`src/rtl/display_pkg.sv`:
```
// Shared constants, FSM encoding and amplitude helpers for the spectrum display writer.
package display_pkg;

    localparam int DISP_BINS    = 256;
    localparam int DISP_ADDR_W  = 8;
    localparam int DISP_AMP_W   = 9;
    localparam int DISP_AMP_MAX = 440;

    typedef enum logic [1:0] {
        INIT_CLEAR = 2'd0,
        RUN        = 2'd1,
        DRAIN      = 2'd2,
        CLEAR      = 2'd3
    } disp_state_e;

    function automatic logic [DISP_AMP_W-1:0] decay_amp(
        input logic [DISP_AMP_W-1:0] held,
        input logic [DISP_AMP_W-1:0] step
    );
        if (held > step) begin
            return held - step;
        end else begin
            return {DISP_AMP_W{1'b0}};
        end
    endfunction

    function automatic logic [DISP_AMP_W-1:0] max_amp(
        input logic [DISP_AMP_W-1:0] a,
        input logic [DISP_AMP_W-1:0] b
    );
        if (a > b) begin
            return a;
        end else begin
            return b;
        end
    endfunction

endpackage

```
`src/rtl/peak_hold_ram.sv`:
```
// 256x9 peak-hold shadow memory: one synchronous read port, one write port, no reset.
// A read and a write to the same address on the same edge return the old contents.
module peak_hold_ram
    import display_pkg::*;
(
    input  logic                   clk_i,
    input  logic [DISP_ADDR_W-1:0] rd_addr_i,
    output logic [DISP_AMP_W-1:0]  rd_data_o,
    input  logic                   wr_en_i,
    input  logic [DISP_ADDR_W-1:0] wr_addr_i,
    input  logic [DISP_AMP_W-1:0]  wr_data_i
);

    logic [DISP_AMP_W-1:0] mem_q [0:DISP_BINS-1];

    // Registered read and write of the shadow array
    always_ff @(posedge clk_i) begin
        rd_data_o <= mem_q[rd_addr_i];
        if (wr_en_i) begin
            mem_q[wr_addr_i] <= wr_data_i;
        end
    end

endmodule

```
`src/rtl/spectrum_display_writer.sv`:
```
// Scales FFT magnitudes, applies peak-hold with linear decay and writes the display RAM.
// Sweep writes and beat writes share one registered write path that also feeds the shadow memory.
module spectrum_display_writer
    import display_pkg::*;
#(
    parameter int MAG_W   = 16,
    parameter int SHIFT   = 6,
    parameter int AMP_MAX = DISP_AMP_MAX,
    parameter int DECAY   = 4
) (
    input  logic                   clk_25m,
    input  logic                   rst,
    input  logic                   clear,
    input  logic                   mag_valid,
    output logic                   mag_ready,
    input  logic [DISP_ADDR_W-1:0] mag_bin,
    input  logic [MAG_W-1:0]       mag_data,
    input  logic                   mag_last,
    output logic                   wr_en,
    output logic [DISP_ADDR_W-1:0] wr_addr,
    output logic [DISP_AMP_W-1:0]  wr_data,
    output logic                   frame_done,
    output logic                   busy
);

    disp_state_e            state_q, state_d;
    logic [DISP_ADDR_W-1:0] sweep_q, sweep_d;
    logic                   mag_ready_q, mag_ready_d;
    logic                   busy_q, busy_d;

    logic                   s1_valid_q, s1_valid_d;
    logic [DISP_ADDR_W-1:0] s1_bin_q, s1_bin_d;
    logic [DISP_AMP_W-1:0]  s1_scaled_q, s1_scaled_d;
    logic                   s1_last_q, s1_last_d;

    logic                   wr_en_q, wr_en_d;
    logic [DISP_ADDR_W-1:0] wr_addr_q, wr_addr_d;
    logic [DISP_AMP_W-1:0]  wr_data_q, wr_data_d;
    logic                   frame_done_q, frame_done_d;

    logic                   fw2_valid_q;
    logic [DISP_ADDR_W-1:0] fw2_addr_q;
    logic [DISP_AMP_W-1:0]  fw2_data_q;

    logic                   accept_s;
    logic [MAG_W-1:0]       shifted_s;
    logic [DISP_AMP_W-1:0]  scaled_s;
    logic [DISP_AMP_W-1:0]  rd_data_s;
    logic [DISP_AMP_W-1:0]  held_s;
    logic [DISP_AMP_W-1:0]  new_s;

    peak_hold_ram u_hold (
        .clk_i     (clk_25m),
        .rd_addr_i (mag_bin),
        .rd_data_o (rd_data_s),
        .wr_en_i   (wr_en_q),
        .wr_addr_i (wr_addr_q),
        .wr_data_i (wr_data_q)
    );

    // Saturating scale at accept time; the full-width shift result is compared so nothing is lost
    always_comb begin
        shifted_s = mag_data >> SHIFT;
        if (shifted_s > MAG_W'(AMP_MAX)) begin
            scaled_s = DISP_AMP_W'(AMP_MAX);
        end else begin
            scaled_s = shifted_s[DISP_AMP_W-1:0];
        end
    end

    // The write register is one beat ahead, its delayed copy two ahead (memory read missed it)
    always_comb begin
        if (wr_en_q && (wr_addr_q == s1_bin_q)) begin
            held_s = wr_data_q;
        end else if (fw2_valid_q && (fw2_addr_q == s1_bin_q)) begin
            held_s = fw2_data_q;
        end else begin
            held_s = rd_data_s;
        end
        new_s = max_amp(s1_scaled_q, decay_amp(held_s, DISP_AMP_W'(DECAY)));
    end

    // Control FSM, beat pipeline and the shared write path
    always_comb begin
        state_d      = state_q;
        sweep_d      = sweep_q;
        accept_s     = mag_valid & mag_ready_q;
        s1_valid_d   = accept_s;
        s1_bin_d     = s1_bin_q;
        s1_scaled_d  = s1_scaled_q;
        s1_last_d    = s1_last_q;
        wr_en_d      = 1'b0;
        wr_addr_d    = wr_addr_q;
        wr_data_d    = wr_data_q;
        frame_done_d = 1'b0;

        if (accept_s) begin
            s1_bin_d    = mag_bin;
            s1_scaled_d = scaled_s;
            s1_last_d   = mag_last;
        end else begin
            s1_last_d   = 1'b0;
        end

        case (state_q)
            INIT_CLEAR, CLEAR: begin
                if (clear) begin
                    sweep_d = {DISP_ADDR_W{1'b0}};
                end else if (sweep_q == 8'd255) begin
                    sweep_d = {DISP_ADDR_W{1'b0}};
                    state_d = RUN;
                end else begin
                    sweep_d = sweep_q + 8'd1;
                end
            end
            RUN: begin
                if (clear) begin
                    state_d = DRAIN;
                end else begin
                    state_d = RUN;
                end
            end
            DRAIN: begin
                sweep_d = {DISP_ADDR_W{1'b0}};
                if (!s1_valid_q) begin
                    state_d = CLEAR;
                end else begin
                    state_d = DRAIN;
                end
            end
            default: begin
                state_d = INIT_CLEAR;
                sweep_d = {DISP_ADDR_W{1'b0}};
            end
        endcase

        if (s1_valid_q) begin
            wr_en_d      = 1'b1;
            wr_addr_d    = s1_bin_q;
            wr_data_d    = new_s;
            frame_done_d = s1_last_q;
        end else if ((state_q == INIT_CLEAR) || (state_q == CLEAR)) begin
            wr_en_d   = 1'b1;
            wr_addr_d = sweep_q;
            wr_data_d = {DISP_AMP_W{1'b0}};
        end else begin
            wr_en_d = 1'b0;
        end

        mag_ready_d = (state_q == RUN) && !clear;
        busy_d      = !mag_ready_d;
    end

    // State and pipeline registers
    always_ff @(posedge clk_25m or posedge rst) begin
        if (rst) begin
            state_q      <= INIT_CLEAR;
            sweep_q      <= {DISP_ADDR_W{1'b0}};
            mag_ready_q  <= 1'b0;
            busy_q       <= 1'b1;
            s1_valid_q   <= 1'b0;
            s1_bin_q     <= {DISP_ADDR_W{1'b0}};
            s1_scaled_q  <= {DISP_AMP_W{1'b0}};
            s1_last_q    <= 1'b0;
            wr_en_q      <= 1'b0;
            wr_addr_q    <= {DISP_ADDR_W{1'b0}};
            wr_data_q    <= {DISP_AMP_W{1'b0}};
            frame_done_q <= 1'b0;
            fw2_valid_q  <= 1'b0;
            fw2_addr_q   <= {DISP_ADDR_W{1'b0}};
            fw2_data_q   <= {DISP_AMP_W{1'b0}};
        end else begin
            state_q      <= state_d;
            sweep_q      <= sweep_d;
            mag_ready_q  <= mag_ready_d;
            busy_q       <= busy_d;
            s1_valid_q   <= s1_valid_d;
            s1_bin_q     <= s1_bin_d;
            s1_scaled_q  <= s1_scaled_d;
            s1_last_q    <= s1_last_d;
            wr_en_q      <= wr_en_d;
            wr_addr_q    <= wr_addr_d;
            wr_data_q    <= wr_data_d;
            frame_done_q <= frame_done_d;
            fw2_valid_q  <= wr_en_q;
            fw2_addr_q   <= wr_addr_q;
            fw2_data_q   <= wr_data_q;
        end
    end

    assign mag_ready  = mag_ready_q;
    assign busy       = busy_q;
    assign wr_en      = wr_en_q;
    assign wr_addr    = wr_addr_q;
    assign wr_data    = wr_data_q;
    assign frame_done = frame_done_q;

endmodule

```
`config.mk`:
```
export PLATFORM = sky130hd
export DESIGN_NAME = spectrum_display_writer
export DESIGN_NICKNAME = d
export VERILOG_FILES = /design/src/rtl/display_pkg.sv /design/src/rtl/peak_hold_ram.sv /design/src/rtl/spectrum_display_writer.sv
export SDC_FILE = /design/constraint.sdc
export NUM_CORES = 2
export LEC_CHECK = 0
export CAP_MARGIN = 20
export CORE_UTILIZATION = 55
export CTS_CLUSTER_SIZE = 16
export DETAILED_ROUTE_END_ITERATION = 6
export PLACE_DENSITY = 0.71
export SETUP_SLACK_MARGIN = 0.05
export SYNTH_ARGS = -nofsm -noshare
export SYNTH_HDL_FRONTEND = slang
export SYNTH_HIERARCHICAL = 1
export SYNTH_SLANG_ARGS = --single-unit
```
`constraint.sdc`:
```
create_clock -name clk_25m -period 20 [get_ports clk_25m]
set_input_delay 3 -clock clk_25m [delete_from_list [all_inputs] [get_ports clk_25m]]
set_output_delay 3 -clock clk_25m [all_outputs]
set_load 0.03 [all_outputs]
```
==> run metrics <==
initial core utilization=0.5553; Multi-input gate area=20250 sq um; Die H=about 410 microns; final std cells w/o fill=about 7000; CP Class=primary input to flop; setup TNS=0 ns; num rows=150; Mapped Cells=around 4600; Tmin final=8.167 ns; Via density=6.693; unrepaired setup endpoints after global routing=false; first-pass GRT wire length=~320000 microns; input/output buffers=43; largest net degree at the start of global routing=~220; CTS Buffer Depth=3; CTS Buf Count=221; Setup Buffers After CTS=0; I/O pin count=50; number of flops mapped to enable cells by yosys=2304; Layout Area Growth over Synthesis=10.27%; cts hold-fix bufs=0; post-route ant nets=0; hold_ws=0.4652 ns; DP Wirelength=134600 microns; RePlAce Congestion=a little over 0.9; Layout Skew=0.04443 ns; GR Util All Layers=0.2630; Leak=around 33 nW; synth unique cells=between 80 and 90; CP Max Fanout=101; GRT Residual Overflow=0; post-synth net total=4652; core area=167400 sq um; share of cells above drive strength 1=0.1946; DRC viols=13; Chip Width=approximately 410 microns; FF+latch area=71100 sq um; Netlist Area Pre-Place=92970 sq um; commonest non-fill, non-tap cell in the layout=edfxtp_1; Hold Fails Final Rpt=0; Synth Warn #=6; clock sink count=2381; Max Cap Viol=0; outcome=finished, violations left; failing checks=DRC; router iterations before antenna repair=7; number of antenna violations at the first check in global routing=4; Arr. time, crit path=8.87 ns; TritonCTS clock tree=built; CP Capture Type=flop; Worst slew margin=0.1686; number of global-route vias before repair=between 40000 and 50000; final setup vio count=0; overall via count from detail_route=47555; full die area=170700 sq um; worst-skew pair later-pin latency=0.87 ns; Fillers=approximately 11000; nets=approximately 4800; final worst-path cycle share=0.4083; CTS clock-pin slew for the worst setup and hold paths=0.06 ns; Seq/Total Area, Yosys=0.7644; Slew @ Worst Pin=1.236 ns; Max VDD drop=just over 0.08 mV; drt wl/cell=between 30 and 40 microns; Post-CTS Resized=0; Max Slew Vio Count=0; H-tree depth=4; Final Core Density=0.6124; flops & latches, synth=2381; Root Driver=clkbuf_16; Synth Flop Type=edfxtp_1; final wirelength=224000 microns; Min-Delay Path Class=flop to flop; Pwr Density=113.7 nW/um^2; Max Clk Rate=0.1224 GHz; DRT iter0 DRCs=6586; WP data required=20.70 ns; asr flop ratio synth=0.02856; Synth Area per Inst=20.17 sq um; most frequent cells in the layout=edfxtp_1, mux4_2, nor2_1; CP Launch Type=primary input; Placed Cells=6676
## cell type report
| class | count | share of cell area |
|---|---|---|
| timing repair buffer | 147 | 0.01297 |
| clock inverter | 144 | 0.01227 |
| inverter | 21 | 0.0007689 |
| antenna | 3 | 0.00007323 |
| clock buffer | 269 | 0.05591 |
| tap | 2204 | 0.02690 |
| sequential | 2381 | 0.6936 |
| multi-input combinational | 1936 | 0.1975 |
## per-layer routing
metal  wire length, microns  GRT usage  vias up
li1                       -          -    19332
met1                  88260     0.3867    25061
met2                 104800     0.3974     2790
met3                  23800    0.05268      368
met4                   7139    0.09022        4
met5                     20          0        -
## path summary, 6_finish.rpt
check                       startpoint             endpoint  slack [ns]  cells after the start
setup / recovery            mag_bin[0]  u_hold/rd_data_o[1]       11.83                     11
hold / removal               s1_last_q           frame_done        0.47                      1
setup reg to reg           s1_bin_q[3]           wr_data[3]       15.03                     18
hold reg to reg              s1_last_q           frame_done        0.47                      1
max in group asynchronous          rst           wr_data[1]       16.61                      3
min in group asynchronous          rst           sweep_q[6]        2.72                      3
## logic make-up after synthesis
| kind of cell | share of synthesized area |
|---|---|
| AOI/OAI and AO/OA | 0.04270 |
| adders and majority gates | 0.001884 |
| and+or+nand+nor | 0.03077 |
| DFF | 0.7644 |
| buffers and inverters | 0.01836 |
| xor gates and xnor gates | 0.001884 |
| muxes | 0.1400 |
## registers in the layout, indices dropped and copies added (netlist names)
signal	count
u_hold/mem_q	2304
fw2_data_q	9
s1_scaled_q	9
u_hold/rd_data_o	9
wr_data	9
fw2_addr_q	8
s1_bin_q	8
sweep_q	8
wr_addr	8
state_q	2
busy	1
frame_done	1
fw2_valid_q	1
mag_ready	1
s1_last_q	1
s1_valid_q	1
wr_en	1
## Yosys cell counts, drive strengths merged (4+ instances only)
library cell,instances,share of area
edfxtp,2304,0.74
o32ai,4,0.00038
o22ai,68,0.0046
a21oi,109,0.0059
a22oi,174,0.014
xor2,10,0.00094
xnor2,10,0.00094
nand2b,14,0.00094
or3,9,0.00061
clkbuf,127,0.0051
o221ai,44,0.0043
o21ai,69,0.0037
and3,9,0.00066
buf,144,0.012
nand4,18,0.0012
nand2,83,0.0034
dfxtp,9,0.0019
mux2,30,0.0036
a221oi,12,0.0011
and2,6,0.00040
o31a,9,0.00085
mux2i,192,0.021
nor3,30,0.0017
and3b,4,0.00038
a31oi,15,0.0010
inv,19,0.00077
a22o,8,0.00075
nand3,37,0.0020
a311oi,5,0.00047
ha,14,0.0019
or2,8,0.00054
nor2b,31,0.0021
a211oi,32,0.0027
dfrtp,67,0.018
nor4,30,0.0022
mux4,476,0.12
nor3b,4,0.00038
o21bai,4,0.00032
nor2,332,0.013
## worst max-delay path, stage by stage
cell and delay (ns):
buf_8 0.45, buf_4 0.79, buf_4 0.75, buf_12 0.66
buf_4 0.80, mux4_2 0.62, a22oi_1 0.18, o31a_1 0.23
o21ai_0 0.21, a211oi_1 0.91, nor4_1 0.11
## power breakdown
part	leakage [nW]	switching, W	internal (W)	total [W]
clock network	3.42	0.00181	0.00225	0.00406
logic	7.00	0.00104	0.000327	0.00136
registers	22.2	0.000171	0.00606	0.00623
## metrics by stage
stage	setup slack [ns]	total power [W]	instance area [sq um]
5_1_grt	11.44	0.01198	102500
2_1_floorplan	13.46	0.007139	92970
4_1_cts	11.73	0.01168	102400
3_5_place_dp	10.81	0.007678	95400
6_report	11.83	0.01166	102500
3_3_place_gp	10.86	0.007619	95390
Note: power is estimated with default switching activity, not from simulation.
